==> config.mk <==
export PLATFORM = sky130hd
export DESIGN_NAME = calc_sequencer
export DESIGN_NICKNAME = d
export VERILOG_FILES = /design/src/rtl/calc_sequencer.sv
export SDC_FILE = /design/constraint.sdc
export NUM_CORES = 1
export LEC_CHECK = 0
export ABC_AREA = 1
export ABC_CLOCK_PERIOD_IN_PS = 1590
export BUFFER_PORTS_ARGS = -buffer_cell sky130_fd_sc_hd__buf_4
export CORE_ASPECT_RATIO = 1.4
export CORE_MARGIN = 2
export CORE_UTILIZATION = 50
export CTS_CLUSTER_SIZE = 25
export DETAILED_ROUTE_END_ITERATION = 12
export GPL_TIMING_DRIVEN = 0
export HOLD_SLACK_MARGIN = 0.06
export PLACE_DENSITY = 0.82
export SETUP_SLACK_MARGIN = 0.4
export SYNTH_ARGS = -nofsm -noshare
export SYNTH_HDL_FRONTEND = slang
export SYNTH_SLANG_ARGS = --single-unit
==> constraint.sdc <==
create_clock -name clock -period 1.59 [get_ports clock]
set_input_delay 0.318 -clock clock [delete_from_list [all_inputs] [get_ports clock]]
set_output_delay 0.318 -clock clock [all_outputs]
set_load 0.02 [all_outputs]
==> src/rtl/calc_sequencer.sv <==
// Hex calculator control sequencer.
// Turns keypad events into register strobes and drives the arithmetic unit.
module calc_sequencer #(
    parameter int DIGITS        = 4,
    parameter int ARITH_TIMEOUT = 64
) (
    input  logic       clock,
    input  logic       reset,
    input  logic       newhex,
    input  logic [3:0] hexcode,
    input  logic       newop,
    input  logic [1:0] opcode,
    input  logic       eq,
    input  logic       arith_done,
    input  logic       arith_ovf,
    output logic       v1_shift_hex,
    output logic       v1_clear_hex,
    output logic       v1_load_ans,
    output logic       v2_load_v1,
    output logic [3:0] hex_out,
    output logic       arith_start,
    output logic [1:0] arith_op,
    output logic       busy,
    output logic       error,
    output logic       key_dropped
);
    localparam int CW = $clog2(DIGITS + 1);
    localparam int TW = $clog2(ARITH_TIMEOUT + 1);

    typedef enum logic [2:0] {S_ENTRY, S_FLOW, S_CALC, S_WB, S_ERR} state_t;
    typedef enum logic [1:0] {EV_NONE, EV_HEX, EV_OP, EV_EQ} ev_t;

    state_t        state, state_d;
    logic [CW-1:0] cnt, cnt_d;
    logic [TW-1:0] timer, timer_d;
    logic          op_valid, op_valid_d;
    logic          chain, chain_d;
    logic          chain_copy, chain_copy_d;
    logic [1:0]    pend_op_d, next_op, next_op_d;
    logic          buf_valid, buf_valid_d;
    ev_t           buf_kind, buf_kind_d;
    logic [3:0]    buf_data, buf_data_d;
    ev_t           live_kind, ev_kind;
    logic [3:0]    live_data, ev_data;
    logic          replay, hold, timeout;
    logic          shift_d, clear_d, load_d, v2_d, start_d, drop_d;
    logic [3:0]    hex_d;

    // Live key with eq > newop > newhex priority
    always_comb begin
        live_kind = EV_NONE;
        live_data = hexcode;
        if (eq) begin
            live_kind = EV_EQ;
            live_data = 4'h0;
        end else if (newop) begin
            live_kind = EV_OP;
            live_data = {2'b00, opcode};
        end else if (newhex) begin
            live_kind = EV_HEX;
        end
    end

    // The buffered key is replayed once the chain copy cycle has passed
    assign replay  = (state == S_FLOW) && !chain_copy && buf_valid;
    assign hold    = (state == S_CALC) || (state == S_WB) ||
                     ((state == S_FLOW) && chain_copy);
    assign ev_kind = replay ? buf_kind : live_kind;
    assign ev_data = replay ? buf_data : live_data;
    assign timeout = (timer == TW'(ARITH_TIMEOUT - 1));

    // State register
    always_ff @(posedge clock) begin
        if (reset) state <= S_ENTRY;
        else       state <= state_d;
    end

    // Next-state logic
    always_comb begin
        state_d = state;
        unique case (state)
            S_ENTRY: begin
                if (ev_kind == EV_EQ || ev_kind == EV_OP)
                    state_d = op_valid ? S_CALC : S_FLOW;
            end
            S_FLOW: begin
                if (!chain_copy) begin
                    if (ev_kind == EV_HEX)
                        state_d = S_ENTRY;
                    else if (ev_kind == EV_EQ && op_valid)
                        state_d = S_CALC;
                end
            end
            S_CALC: begin
                if (arith_done)   state_d = arith_ovf ? S_ERR : S_WB;
                else if (timeout) state_d = S_ERR;
            end
            S_WB:    state_d = S_FLOW;
            S_ERR:   if (live_kind == EV_EQ) state_d = S_ENTRY;
            default: state_d = S_ENTRY;
        endcase
    end

    // Output and bookkeeping next values
    always_comb begin
        shift_d      = 1'b0;
        clear_d      = 1'b0;
        load_d       = 1'b0;
        v2_d         = 1'b0;
        start_d      = 1'b0;
        drop_d       = 1'b0;
        hex_d        = 4'h0;
        cnt_d        = cnt;
        op_valid_d   = op_valid;
        pend_op_d    = arith_op;
        next_op_d    = next_op;
        chain_d      = chain;
        chain_copy_d = 1'b0;
        buf_valid_d  = buf_valid;
        buf_kind_d   = buf_kind;
        buf_data_d   = buf_data;
        timer_d      = (state == S_CALC) ? timer + TW'(1) : '0;
        if (hold && live_kind != EV_NONE) begin
            if (!buf_valid) begin
                buf_valid_d = 1'b1;
                buf_kind_d  = live_kind;
                buf_data_d  = live_data;
            end else begin
                drop_d = 1'b1;
            end
        end
        if (replay) begin
            buf_valid_d = 1'b0;
            drop_d      = (live_kind != EV_NONE);
        end
        unique case (state)
            S_ENTRY: begin
                if (ev_kind == EV_HEX && cnt < CW'(DIGITS)) begin
                    shift_d = 1'b1;
                    hex_d   = ev_data;
                    cnt_d   = cnt + CW'(1);
                end else if (ev_kind == EV_OP && !op_valid) begin
                    v2_d       = 1'b1;
                    pend_op_d  = ev_data[1:0];
                    op_valid_d = 1'b1;
                end else if (ev_kind == EV_OP) begin
                    start_d   = 1'b1;
                    chain_d   = 1'b1;
                    next_op_d = ev_data[1:0];
                end else if (ev_kind == EV_EQ && op_valid) begin
                    start_d = 1'b1;
                    chain_d = 1'b0;
                end
            end
            S_FLOW: begin
                if (chain_copy) begin
                    v2_d       = 1'b1;
                    pend_op_d  = next_op;
                    op_valid_d = 1'b1;
                end else if (ev_kind == EV_HEX) begin
                    clear_d = 1'b1;
                    hex_d   = ev_data;
                    cnt_d   = CW'(1);
                end else if (ev_kind == EV_OP) begin
                    v2_d       = 1'b1;
                    pend_op_d  = ev_data[1:0];
                    op_valid_d = 1'b1;
                end else if (ev_kind == EV_EQ && op_valid) begin
                    start_d = 1'b1;
                    chain_d = 1'b0;
                end
            end
            S_CALC: begin
                if (state_d == S_ERR) buf_valid_d = 1'b0;
            end
            S_WB: begin
                load_d       = 1'b1;
                cnt_d        = '0;
                chain_copy_d = chain;
                if (!chain) op_valid_d = 1'b0;
            end
            S_ERR: begin
                buf_valid_d = 1'b0;
                if (live_kind == EV_EQ) begin
                    clear_d    = 1'b1;
                    op_valid_d = 1'b0;
                    cnt_d      = '0;
                end
            end
            default: ;
        endcase
    end

    // Registered outputs and sequencer bookkeeping
    always_ff @(posedge clock) begin
        if (reset) begin
            v1_shift_hex <= 1'b0;
            v1_clear_hex <= 1'b0;
            v1_load_ans  <= 1'b0;
            v2_load_v1   <= 1'b0;
            hex_out      <= 4'h0;
            arith_start  <= 1'b0;
            arith_op     <= 2'b00;
            busy         <= 1'b0;
            error        <= 1'b0;
            key_dropped  <= 1'b0;
            cnt          <= '0;
            timer        <= '0;
            op_valid     <= 1'b0;
            chain        <= 1'b0;
            chain_copy   <= 1'b0;
            next_op      <= 2'b00;
            buf_valid    <= 1'b0;
            buf_kind     <= EV_NONE;
            buf_data     <= 4'h0;
        end else begin
            v1_shift_hex <= shift_d;
            v1_clear_hex <= clear_d;
            v1_load_ans  <= load_d;
            v2_load_v1   <= v2_d;
            hex_out      <= hex_d;
            arith_start  <= start_d;
            arith_op     <= pend_op_d;
            busy         <= (state_d == S_CALC) || (state_d == S_WB);
            error        <= (state_d == S_ERR);
            key_dropped  <= drop_d;
            cnt          <= cnt_d;
            timer        <= timer_d;
            op_valid     <= op_valid_d;
            chain        <= chain_d;
            chain_copy   <= chain_copy_d;
            next_op      <= next_op_d;
            buf_valid    <= buf_valid_d;
            buf_kind     <= buf_kind_d;
            buf_data     <= buf_data_d;
        end
    end
endmodule

==> out/qor.txt <==
Status -> finished, final reports clean
Wirelength, routed -> 4700 um
Period utilisation layout -> 0.997
Top cell type by total area after synthesis -> dfxtp_1
Ranking of synthesized cells by area -> dfxtp_1 42%, nand2_1 10%, nor2_1 7.1%
Ant. Diodes -> 0
NumNets Final -> 322
Final Setup Violations -> 0
CTS sink cnt -> 39
Via count -> 1857
Die extent in x -> 55.6 um
Hold Buf Count CTS -> 0
Worst setup SP type -> register
TritonCTS buffer count -> 5
Crit path kind -> register to register
CP arrival -> 1.81 ns
Leakage power total -> 0.00115 uW
H-tree levels -> 2
Mux contribution to synthesized area -> 0
Largest net degree at the start of global routing -> 12
Via-per-instance ratio -> 5.31
Primary FF master, synth -> dfxtp_1
Power per cell area -> 1400 nW/um^2
CTS clock-pin slew for the worst setup and hold paths -> 0.08 ns
Tightest Hold Check Type -> input port to register
Peak supply drop -> 860 uV
RSZ-0062 raised after global routing -> true
Yosys reg bits -> 39
Post-route DRC -> 0
Slowest stage delay, CP -> 0.37 ns
Final-report max-slew violation count -> 0
Die Area -> 4230 um^2
Crit path capture type -> register
Synth Area in Compound Gates -> 0.159
CP delay by family, top -> simple AND/OR/NAND/NOR gates
Post-synthesis cell type count -> 35
ANT nets after route -> 0
Post-synth top cells -> 52 x nand2_1, 39 x dfxtp_1, 35 x nor2_1
Initial DRC count -> 72
Vias in the first global route -> 1690
GPL Wtd Cong -> 0.918
Initial DRT Pass Iterations -> 4
Area share of fa/ha/maj cells after synthesis -> 0.0134
Row cnt -> 26
GRT overflow -> 0
Drt wl/cell -> 13.4 um
Max Cap Violations -> 0
Worst Path Buf+Inv -> 0
Post-Synth XOR/XNOR Area -> 0.00471
Setup tns final -> 0 ns
Worst-Margin Slew -> 0.591 ns
Post-Syn Area -> 1860 um^2
Core area -> 3610 um^2
Clk root buf -> clkbuf_8
Synth Area in Simple Gates -> 0.326
Largest family of logic cells by synthesized area -> simple AND/OR/NAND/NOR gates
Worst path cell trace -> nor2_4 > nand4_4 > o21ai_4 > nand2_2 > nor2_4 > nand2_1 > nand2_1 > nand3_2 > nor2_1
Area grow syn2layout -> 37.9%
EDFF count, synth -> 0
Synthesized instance count -> 250
Post-route cell area -> 2570 um^2
Final hold vios -> 0
CTS tree -> done
Initial antenna violation count -> 0
Synth top area share -> 0.420
Syn avg cell area -> 7.44 um^2
Async S/R FF share, synth -> 0
Io pins -> 27
Crit path required time -> 1.82 ns
Count leader, synth -> nand2_1
Total track usage -> 0.212
Worst skew pair latency -> 0.29 ns
Fin crit period -> 1.58 ns
Clock buffer depth -> 2
Die Ht -> 76.2 um
Dpl cell area -> 2160 um^2
Synth warn -> 0
First-pass GRT wire length -> 7170 um
IO buf count -> 26
Highest clock rate -> 0.631 GHz
Worst slew margin relative to its limit -> 0.606
Starting Density -> 0.515
Sequential-to-total area share from yosys stat -> 0.420
Worst Clk Skew -> 0.00795 ns
Crit-path slowest cell -> dfxtp_4
Synthesized net count -> 265
Critical path fanouts, max -> 6
Layout cells sized above 1 -> 0.390
Hpwl dp -> 2880 um
## per-stage QoR
step / total power (uW) / cells / util / setup WS (ns) / hold slack [ns]
after floorplan: 2240 / 250 / - / 0.143 / 0.420
after global placement: 2520 / 318 / 0.599 / -0.0950 / 0.432
after detailed placement: 2550 / 318 / 0.599 / -0.0976 / 0.437
after CTS: 3410 / 344 / 0.680 / 0.0398 / 0.324
after global routing: 3820 / 350 / 0.711 / -0.102 / 0.338
final: 3590 / 350 / 0.711 / 0.00510 / 0.321
## sequential cells by signal, indices dropped and copies added, names as in the netlist
register      count
arith_op          2
arith_start       1
buf_data          4
buf_kind          2
buf_valid         1
busy              1
chain             1
chain_copy        1
cnt               3
error             1
hex_out           4
key_dropped       1
next_op           2
op_valid          1
state             3
timer             7
v1_clear_hex      1
v1_load_ans       1
v1_shift_hex      1
v2_load_v1        1
## cell type report
cell class	count	area (um^2)
buffer	4	33.8
clock buffer	8	100
fill	252	1040
inverter	29	114
multi-input combinational	178	1070
sequential	39	798
tap	42	52.6
timing repair buffer	50	400
## metal layers
metal / global-route usage / wire length, um
met4: 0.124 / 205
met1: 0.242 / 1840
met3: 0.0509 / 221
met2: 0.355 / 2430
met5: 0 / 0
## cell families (layout without fill, tap and decap cells)
logic type	Yosys count	in the layout
adder cells (fa/ha/maj)	2	2
AND/OR/NAND/NOR	125	125
buffers and inverters	33	91
flip-flops	39	39
AO/OA/AOI/OAI	50	50
XOR/XNOR	1	1
## report_power, final
group | switching (uW) | internal, uW
Combinational | 900 | 629
Clock | 336 | 396
Sequential | 165 | 1160
## worst register-to-register path, delay by kind of cell (launching register included)
kind | cells | cell delay, ns
flops | 1 | 0.37
simple gates | 8 | 0.91
compound gates | 1 | 0.23
## cells in the final DEF, fill, tap and decap left out, types with 2 or more instances in the layout
cell,n
nor2_2,4
inv_2,7
o211ai_1,3
a31oi_1,2
nand3_1,9
nor2_1,29
or2_2,2
clkbuf_1,3
o21ai_2,4
clkbuf_8,7
nand2_2,10
or2_1,3
o21ai_0,12
nand2_4,4
a21oi_2,3
nor2_4,6
a21oi_1,16
dfxtp_4,4
dfxtp_2,2
o21ai_1,4
dfxtp_1,33
nand3_2,3
buf_4,47
a211oi_2,3
nand2_1,44
nand4_1,3
inv_1,21
buf_6,3
## what timing repair did
action / 4_1_cts / 5_1_grt
hold endpoints to repair: 0 / 0
gates resized for setup: 19 / 15
setup buffers: 18 / 5
cloned: 0 / 1
setup endpoints to repair: 36 / 36
pin swaps: 12 / 8
## worst paths after layout
check                 startpoint                        to  slack (ns)  cells past startpoint
max          state[1]$_SDFF_PP0_     hex_out[0]$_SDFF_PP0_       0.005                      9
min                   hexcode[3]  buf_data[3]$_SDFFE_PP0P_        0.32                      3
max reg2reg  state[1]$_SDFF_PP0_     hex_out[0]$_SDFF_PP0_       0.005                      9
min reg2reg  cnt[1]$_SDFFE_PP0P_       cnt[1]$_SDFFE_PP0P_        0.47                      2
Power figures use the tool's default switching activity.
